===== src/rtl/cpu_mem_arbiter_pkg.sv =====
// Shared constants and helpers for the CPU memory-port arbiter.
// Arbitration mode selectors plus a clog2 that never returns 0.
package cpu_mem_arbiter_pkg;

    localparam int ARB_FIXED = 0;
    localparam int ARB_RR    = 1;

    function automatic int min1_clog2(input int n);
        return (n > 1) ? $clog2(n) : 1;
    endfunction

endpackage


===== src/rtl/cpu_mem_id_fifo.sv =====
// In-order FIFO of issuing-channel IDs for accepted, unanswered transactions.
// Depth is the outstanding limit; count doubles as the outstanding counter.
module cpu_mem_id_fifo
    import cpu_mem_arbiter_pkg::*;
#(
    parameter int W     = 1,
    parameter int DEPTH = 4,
    localparam int PW   = min1_clog2(DEPTH),
    localparam int CW   = $clog2(DEPTH + 1)
) (
    input  logic          clk,
    input  logic          rst,
    input  logic          push,
    input  logic [W-1:0]  push_id,
    input  logic          pop,
    output logic [W-1:0]  head_id,
    output logic          full,
    output logic          empty,
    output logic [CW-1:0] count
);

    logic [W-1:0]  mem_q [DEPTH];
    logic [W-1:0]  mem_d [DEPTH];
    logic [PW-1:0] wr_ptr_q, wr_ptr_d, rd_ptr_q, rd_ptr_d;
    logic [CW-1:0] count_q, count_d;
    logic          do_push, do_pop;

    assign full    = (count_q == CW'(DEPTH));
    assign empty   = (count_q == '0);
    assign count   = count_q;
    assign head_id = mem_q[rd_ptr_q];
    assign do_push = push && !full;
    assign do_pop  = pop && !empty;

    always_comb begin
        mem_d    = mem_q;
        wr_ptr_d = wr_ptr_q;
        rd_ptr_d = rd_ptr_q;
        count_d  = count_q;
        if (do_push) begin
            mem_d[wr_ptr_q] = push_id;
            wr_ptr_d = (wr_ptr_q == PW'(DEPTH - 1)) ? '0 : wr_ptr_q + 1'b1;
        end
        if (do_pop)
            rd_ptr_d = (rd_ptr_q == PW'(DEPTH - 1)) ? '0 : rd_ptr_q + 1'b1;
        case ({do_push, do_pop})
            2'b10:   count_d = count_q + 1'b1;
            2'b01:   count_d = count_q - 1'b1;
            default: count_d = count_q;
        endcase
    end

    // Storage needs no reset: entries are only read once count says they are valid.
    always_ff @(posedge clk) begin
        mem_q <= mem_d;
        if (rst) begin
            wr_ptr_q <= '0;
            rd_ptr_q <= '0;
            count_q  <= '0;
        end else begin
            wr_ptr_q <= wr_ptr_d;
            rd_ptr_q <= rd_ptr_d;
            count_q  <= count_d;
        end
    end

endmodule


===== src/rtl/cpu_mem_arbiter.sv =====
// N-channel SRAM-like arbiter onto one shared memory port with up to MAX_OUTST
// in-order outstanding transactions; responses are routed back via an ID FIFO.
module cpu_mem_arbiter
    import cpu_mem_arbiter_pkg::*;
#(
    parameter int NUM_CH    = 2,
    parameter int ADDR_W    = 32,
    parameter int DATA_W    = 32,
    parameter int MAX_OUTST = 4,
    parameter int PRIO_MODE = ARB_FIXED,
    localparam int BE_W     = DATA_W / 8,
    localparam int CNT_W    = $clog2(MAX_OUTST + 1)
) (
    input  logic                     clk,
    input  logic                     rst,
    input  logic [NUM_CH-1:0]        m_req,
    input  logic [NUM_CH*BE_W-1:0]   m_we,
    input  logic [NUM_CH*ADDR_W-1:0] m_addr,
    input  logic [NUM_CH*DATA_W-1:0] m_wdata,
    output logic [NUM_CH-1:0]        m_addr_ok,
    output logic [NUM_CH-1:0]        m_data_ok,
    output logic [DATA_W-1:0]        m_rdata,
    output logic                     s_req,
    output logic [BE_W-1:0]          s_we,
    output logic [ADDR_W-1:0]        s_addr,
    output logic [DATA_W-1:0]        s_wdata,
    input  logic                     s_addr_ok,
    input  logic                     s_data_ok,
    input  logic [DATA_W-1:0]        s_rdata,
    output logic [CNT_W-1:0]         outst_cnt,
    output logic                     err_unexp
);

    localparam int IDW = min1_clog2(NUM_CH);

    logic             full, empty, accept, pop;
    logic [CNT_W-1:0] cnt;
    logic [IDW-1:0]   head_id;
    logic             grant_vld, lock_hold;
    logic [IDW-1:0]   grant_id;
    logic             lock_q, lock_d;
    logic [IDW-1:0]   lock_ch_q, lock_ch_d;
    logic [IDW-1:0]   rr_ptr_q, rr_ptr_d;
    logic             err_q, err_d;

    assign lock_hold = lock_q && m_req[lock_ch_q];

    // A stalled request keeps its grant; a dropped locked request falls back to normal arbitration.
    always_comb begin
        grant_vld = 1'b0;
        grant_id  = '0;
        if (!rst && !full) begin
            if (lock_hold) begin
                grant_vld = 1'b1;
                grant_id  = lock_ch_q;
            end else if (PRIO_MODE == ARB_FIXED) begin
                for (int i = 0; i < NUM_CH; i++) begin
                    if (m_req[i]) begin
                        grant_vld = 1'b1;
                        grant_id  = IDW'(i);
                    end
                end
            end else begin
                for (int k = NUM_CH - 1; k >= 0; k--) begin
                    if (m_req[(int'(rr_ptr_q) + k) % NUM_CH]) begin
                        grant_vld = 1'b1;
                        grant_id  = IDW'((int'(rr_ptr_q) + k) % NUM_CH);
                    end
                end
            end
        end
    end

    assign s_req  = grant_vld;
    assign accept = s_req && s_addr_ok;
    assign pop    = !rst && s_data_ok && !empty;

    always_comb begin
        s_we      = '0;
        s_addr    = '0;
        s_wdata   = '0;
        m_addr_ok = '0;
        m_data_ok = '0;
        if (s_req) begin
            s_we    = m_we[int'(grant_id)*BE_W +: BE_W];
            s_addr  = m_addr[int'(grant_id)*ADDR_W +: ADDR_W];
            s_wdata = m_wdata[int'(grant_id)*DATA_W +: DATA_W];
            m_addr_ok[grant_id] = s_addr_ok;
        end
        if (pop)
            m_data_ok[head_id] = 1'b1;
        m_rdata   = rst ? '0 : s_rdata;
        outst_cnt = rst ? '0 : cnt;
        err_unexp = err_q && !rst;
    end

    always_comb begin
        lock_d    = lock_q;
        lock_ch_d = lock_ch_q;
        rr_ptr_d  = rr_ptr_q;
        err_d     = err_q | (s_data_ok && empty);
        if (s_req) begin
            lock_d    = !s_addr_ok;
            lock_ch_d = grant_id;
        end else if (!lock_hold) begin
            lock_d = 1'b0;
        end
        if (accept)
            rr_ptr_d = (grant_id == IDW'(NUM_CH - 1)) ? '0 : grant_id + 1'b1;
    end

    always_ff @(posedge clk) begin
        if (rst) begin
            lock_q    <= 1'b0;
            lock_ch_q <= '0;
            rr_ptr_q  <= '0;
            err_q     <= 1'b0;
        end else begin
            lock_q    <= lock_d;
            lock_ch_q <= lock_ch_d;
            rr_ptr_q  <= rr_ptr_d;
            err_q     <= err_d;
        end
    end

    cpu_mem_id_fifo #(
        .W     (IDW),
        .DEPTH (MAX_OUTST)
    ) u_id_fifo (
        .clk     (clk),
        .rst     (rst),
        .push    (accept),
        .push_id (grant_id),
        .pop     (pop),
        .head_id (head_id),
        .full    (full),
        .empty   (empty),
        .count   (cnt)
    );

endmodule


===== config.mk =====
export PLATFORM = sky130hd
export DESIGN_NAME = cpu_mem_arbiter
export DESIGN_NICKNAME = d
export VERILOG_FILES = /design/src/rtl/cpu_mem_arbiter_pkg.sv /design/src/rtl/cpu_mem_id_fifo.sv /design/src/rtl/cpu_mem_arbiter.sv
export SDC_FILE = /design/constraint.sdc
export NUM_CORES = 1
export LEC_CHECK = 0
export CORE_AREA = 5 5 107 109
export CTS_CLUSTER_DIAMETER = 100
export DETAILED_ROUTE_END_ITERATION = 8
export DIE_AREA = 0 0 112 114
export GPL_TIMING_DRIVEN = 0
export PLACE_DENSITY = 0.69
export SLEW_MARGIN = 0
export SYNTH_ARGS = -nofsm -noshare
export SYNTH_HDL_FRONTEND = slang
export SYNTH_SLANG_ARGS = --single-unit

===== constraint.sdc =====
create_clock -name clk -period 3.08 [get_ports clk]
set_input_delay 0.616 -clock clk [delete_from_list [all_inputs] [get_ports clk]]
set_output_delay 0.616 -clock clk [all_outputs]
set_load 0.1 [all_outputs]

Word-level counts from Yosys, hierarchy flattened
Cells that the tools add are included.
{"block": "classes", "add_sub_neg": 4, "order_cmp": 8, "n_eq_ne": 6, "n_shift": 3, "n_mux": 31, "n_bitwise": 4, "n_reduce_logical": 18}
{"cell": "64-bit by 7-bit indexed part select with 32-bit output", "count": 2}
{"cell": "32-bit 2-to-1 mux", "count": 3}
{"cell": "1-bit 2-to-1 mux", "count": 16}
{"cell": "1-bit logical AND", "count": 12}
{"cell": "2-bit 2-to-1 mux", "count": 4}
{"cell": "8-bit by 4-bit indexed part select with 4-bit output", "count": 1}
{"cell": "2-bit equality test, second input constant", "count": 3}
{"cell": "3-bit greater-or-equal comparator, second input constant", "count": 2}
{"cell": "1-bit by 2-bit < comparator with 1-bit output, second input constant", "count": 3}
{"cell": "2-bit inverter with 3-bit output", "count": 2}
{"cell": "3-bit one-hot mux with 2 select lines", "count": 1}
{"cell": "2-bit by 1-bit adder with 2-bit output, second input constant", "count": 2}
{"cell": "4-bit bitwise mux", "count": 1}
{"cell": "1-bit logical NOT", "count": 4}
{"cell": "4-bit 2-to-1 mux", "count": 1}
{"cell": "3-bit by 1-bit adder with 3-bit output, second input constant", "count": 1}
{"cell": "3-bit equality test, second input constant", "count": 1}
{"cell": "3-bit logical NOT", "count": 1}
{"cell": "3-bit by 1-bit < comparator with 1-bit output, second input constant", "count": 1}
{"cell": "3-bit 2-to-1 mux", "count": 1}
{"cell": "3-bit by 1-bit subtractor with 3-bit output, second input constant", "count": 1}
{"cell": "2-bit bitwise AND", "count": 1}
{"cell": "1-bit binary-select mux with 2-bit select", "count": 1}
{"cell": "1-bit demux with 1-bit select", "count": 2}
{"cell": "6 further kinds", "count": 7}
{"block": "word_totals", "regBits": 14, "out_inout_bits": 109, "elab_cells": 84}

Longest topological paths before layout
{"block": "logic_depth", "ltp_word": 11, "mapped_depth": 12}

Cells and area by module
A second synthesis with hierarchy kept.
{"block": "unflattened", "cells_unflattened": 211, "hier_area_um2": 1951.9}
{"mod": "cpu_mem_arbiter", "instances": 1, "cells_per_inst": 156, "area_each_um2": 1340.0, "seq_area_each_um2": 60.1}
{"mod": "cpu_mem_id_fifo", "instances": 1, "cells_per_inst": 55, "area_each_um2": 611.8, "seq_area_each_um2": 260.2}

Least setup slack after synthesis
OpenSTA, ideal clock, no wires.
{"block": "synth_timing", "kind": "input to output", "startpoint": "input m_req[1]", "endpoint": "output m_addr_ok[1]", "t_arrival_ns": 4.066, "t_required_ns": 2.464, "setup_slack_ns": -1.602, "path_stages": 4, "path_buffers": 2, "path_cell_list": "buf_2 -> clkbuf_1 -> nand2_1 -> nor4_1"}
{"block": "synth_via", "elab_chain_cells": 11}
{"element": "start: declaration", "line": "cpu_mem_arbiter.sv:16", "rtl": "input logic [NUM_CH-1:0] m_req,"}
{"element": "1-bit 2-to-1 mux (implied by the code) (2 in series)", "line": "cpu_mem_arbiter.sv:46", "rtl": "assign lock_hold = lock_q && m_req[lock_ch_q];"}
{"element": "1-bit logical AND", "line": "cpu_mem_arbiter.sv:46"}
{"element": "1-bit 2-to-1 mux", "line": "cpu_mem_arbiter.sv:53", "rtl": "if (lock_hold) begin"}
{"element": "1-bit 2-to-1 mux", "line": "cpu_mem_arbiter.sv:52", "rtl": "if (!rst && !full) begin"}
{"element": "1-bit by 2-bit < comparator with 1-bit output (implied by the code) / 1-bit greater-or-equal comparator (equally long branches)", "line": "cpu_mem_arbiter.sv:88", "rtl": "m_addr_ok[grant_id] = s_addr_ok;"}
{"element": "1-bit logical AND (implied by the code)", "line": "cpu_mem_arbiter.sv:88"}
{"element": "1-bit 2-to-1 mux (implied by the code)", "line": "cpu_mem_arbiter.sv:88"}
{"element": "1-bit demux with 1-bit select", "line": "cpu_mem_arbiter.sv:88"}
{"element": "2-bit bitwise AND (no line)"}
{"element": "2-bit 2-to-1 mux *", "line": "cpu_mem_arbiter.sv:84", "rtl": "if (s_req) begin"}
{"element": "end: declaration", "line": "cpu_mem_arbiter.sv:20", "rtl": "output logic [NUM_CH-1:0] m_addr_ok,"}
Every way passes the cells marked *; elsewhere a longest branch is shown, timed or not. The select of a mux whose other input is x is not followed.

Worst setup path in the final report
{"block": "layout_timing", "startpoint": "input rst", "endpoint": "output outst_cnt[2]"}
{"block": "layout_via", "elab_chain_cells": 1}
{"element": "start: declaration", "line": "cpu_mem_arbiter.sv:15", "rtl": "input logic rst,"}
{"element": "3-bit 2-to-1 mux", "line": "cpu_mem_arbiter.sv:93", "rtl": "outst_cnt = rst ? '0 : cnt;"}
{"element": "end: declaration", "line": "cpu_mem_arbiter.sv:30", "rtl": "output logic [CNT_W-1:0] outst_cnt,"}
No other way between the ends.

==> impl_metrics.csv <==
group,metric,value,unit
finish,multi_input_comb_area,0.00174,mm2
clocking,insertion_delay,0.24,ns
synth,ys.flop_type,"dfxtp_1",
finish,num-nets-final,825,
finish,fin_cells,783,
synth,syn_nets,537,
drt,drtPass1Iterations,5,
global_routing,grt_pass1_wl,19500,um
timing,setup_tns,0,ns
placed_design,io_buffers,281,
drt,wl,13000,um
worst_hold_path,hold_path_class,"flip-flop to flip-flop",
clocking,cts_sinks,14,
power_and_ir_drop,total_power,0.00170,W
finish,regArea,320,um2
power_and_ir_drop,p_switching,0.000980,W
timing,setup_viol,0,
timing,rsz0062_at_grt,"yes",
die,die_h,114,um
die,ios,283,
die,die-area,0.0128,mm2
job,cap_violations,0,
timing,final-hold-violation-count,0,
clocking,cts_tree,"done",
synth,ys_seq_elements,14,
timing,relSlewSlack,0.347,
timing,final_max_slew_viol_count,0,
finish,drive_gt1_frac,0.267,
die,row_count,38,
global_routing,grt_antenna_before_repair,0,
timing,fin_crit_sh,0.966,
synth,synth_edf_count,4,
drt,wl_per_cell,16.6,um
setup_path,crit_required,2.46,ns
setup_path,rr_worst_depth,11,
timing,period_minus_slack,2.97,ns
power_and_ir_drop,p_int,0.000716,W
status,status,"finished, final reports clean",
synth,async_flop_share,0,
finish,nFillCells,1051,
die,dieWidth,112,um
placed_design,dp.cells,777,
drt,vias,3875,
setup_path,cp-end-kind,"primary output",
drt,drt_iter0_markers,187,
synth,syn-mean-instance-area,6.14,um2
placed_design,hpwl,10700,um
die,initial_core_util,0.208,
setup_path,arrival,2.36,ns
finish,fin_util,0.511,
clocking,cts_buffers,3,
die,core-area,0.0105,mm2
power_and_ir_drop,power_frac_seq,0.127,
timing,finClkSkew,0.00145,ns
finish,area_growth,146,%
timing,achievable-frequency,0.336,GHz
finish,insertedDiodeCount,0,
worst_hold_path,hold_path_depth,2,
clocking,cts_hold_buf,0,
synth,ys_warn_count,0,
setup_path,worstPathMaxFanout,10,
global_routing,grt_pass1_vias,3875,
setup_path,start_kind,"input port",
drt,ant_nets,0,
global_routing,grt_max_degree,11,
global_routing,grt_overflow,0,
power_and_ir_drop,swShare,0.578,
clocking,cts_root_buf,"clkbuf_8",
power_and_ir_drop,p_comb_frac,0.783,
drt,drc,0,
power_and_ir_drop,irDropWorstVdd,187,uV
clocking,clkTransAtPathRegs,0.06,ns
drt,vias_per_cell,4.95,
synth,yosysSeqAreaShare,0.147,
clocking,clock_path_buffers,2,
power_and_ir_drop,p_leak,2.12,nW
synth,syn_area,0.00219,mm2
timing,worst_slew_pin_slew,0.984,ns
synth,postSynthCellCount,356,
power_and_ir_drop,cellPowerDensity,316,mW/mm2
power_and_ir_drop,p_clk_frac,0.090,
synth,synth_cell_type_count,38,
placed_design,gp_congestion,0.882,
timing,whs,0.481,ns
clocking,htree_levels,1,
setup_path,path_class,"input port to primary output",
global_routing,track_usage,0.184,
==> sequential cells by signal, indices dropped and copies added (netlist names) <==
| name | count |
|---|---|
| err_q | 1 |
| lock_ch_q | 1 |
| lock_q | 1 |
| u_id_fifo.count | 3 |
| u_id_fifo.mem_q | 4 |
| u_id_fifo.rd_ptr_q | 2 |
| u_id_fifo.wr_ptr_q | 2 |
==> kinds of logic (layout without fill, tap and decap cells) <==
group | Yosys count | after routing | share of synthesized area
XOR/XNOR | 2 | 2 | 0.00802
AND/OR/NAND/NOR | 131 | 131 | 0.328
adder cells (fa/ha/maj) | 7 | 7 | 0.0435
buffers and inverters | 51 | 338 | 0.0967
AO/OA/AOI/OAI | 147 | 147 | 0.351
flip-flops | 14 | 14 | 0.147
multiplexers | 4 | 4 | 0.0258
==> worst max-delay path, cell delays in order <==
cell and delay (ns):
clkdlybuf4s50_1 0.45, clkbuf_1 0.24, nor2b_1 0.18, clkdlybuf4s15_1 0.86
==> synth_stat cells, types with 3 or more instances <==
cell type  count  area (um2)
a21oi_1       70         350
nand2_1        3        11.3
and3_1         5        31.3
nand3_1       68         340
nor2_1         8        30.0
ha_1           6        75.1
dfxtp_1       10         200
mux2_2         3        33.8
o21ai_1        4        20.0
nor2b_1       37         231
inv_1          7        26.3
o21ai_0       66         330
edfxtp_1       4         120
buf_2          9        45.0
clkbuf_1      30         113
==> routing by layer <==
metal,wire length (um),GRT usage,vias to the layer above
met5,0,0,-
met4,316,0.0369,0
met3,1100,0.0515,32
met2,6580,0.339,196
met1,5020,0.215,1796
li1,-,-,1851
==> area by class of cell <==
class                           instances  share of cell area
Clock buffer                            3             0.00769
Clock inverter                          1            0.000699
Tap cell                              140              0.0326
Multi-Input combinational cell        291               0.324
Inverter                                9             0.00629
Sequential cell                        14              0.0596
Buffer                                 39              0.0394
Timing Repair Buffer                  286               0.529
==> per-stage QoR <==
stage | area (um2) | setup slack, ns
floorplan | 2220 | -0.473
detailed placement | 5210 | -1.18
global route | 5370 | -0.00198
CTS | 5320 | -0.00374
global placement | 5210 | -1.16
finish | 5370 | 0.106
==> worst paths after layout <==
check | startpoint | endpoint | slack [ns]
max | rst | outst_cnt[2] | 0.11
min | err_q$_SDFF_PP0_ | err_q$_SDFF_PP0_ | 0.48
max reg2reg | u_id_fifo.count[0]$_SDFFE_PP0P_ | u_id_fifo.count[2]$_SDFFE_PP0P_ | 0.41
min reg2reg | err_q$_SDFF_PP0_ | err_q$_SDFF_PP0_ | 0.48
==> power by group through the flow <==
stage / sequential (W) / combinational (W) / clock, W
global route: 0.000217 / 0.00138 / 0.000166
global placement: 0.000218 / 0.00130 / 0
finish: 0.000215 / 0.00133 / 0.000153
detailed placement: 0.000219 / 0.00131 / 0
CTS: 0.000215 / 0.00132 / 0.000152
floorplan: 0.000216 / 0.000863 / 0
==> timing repair <==
item,4_1_cts,5_1_grt
endpoints found under the setup margin,110,104
pin swaps,4,1
buffers inserted,3,2
gates resized for setup,588,30
==> placed cells by master (no fill, tap or decap), types with 2 or more instances in the layout <==
| cell type | count |
|---|---|
| mux2_2 | 3 |
| inv_1 | 7 |
| clkbuf_8 | 4 |
| xor2_1 | 2 |
| buf_4 | 47 |
| nand3_1 | 68 |
| a21oi_1 | 50 |
| o21ai_0 | 66 |
| nor2_1 | 8 |
| edfxtp_1 | 4 |
| clkdlybuf4s50_1 | 171 |
| buf_2 | 5 |
| buf_6 | 35 |
| ha_1 | 6 |
| clkdlybuf4s15_2 | 36 |
| and3_1 | 4 |
| clkbuf_2 | 10 |
| inv_2 | 2 |
| dfxtp_1 | 10 |
| clkbuf_1 | 15 |
| a21oi_2 | 20 |
| nor2b_1 | 37 |
| clkbuf_4 | 2 |
| nor3b_2 | 2 |
| nor3_1 | 2 |
| o21ai_1 | 4 |
| nand2_1 | 3 |
No activity file was read; power rests on OpenSTA's default activity.
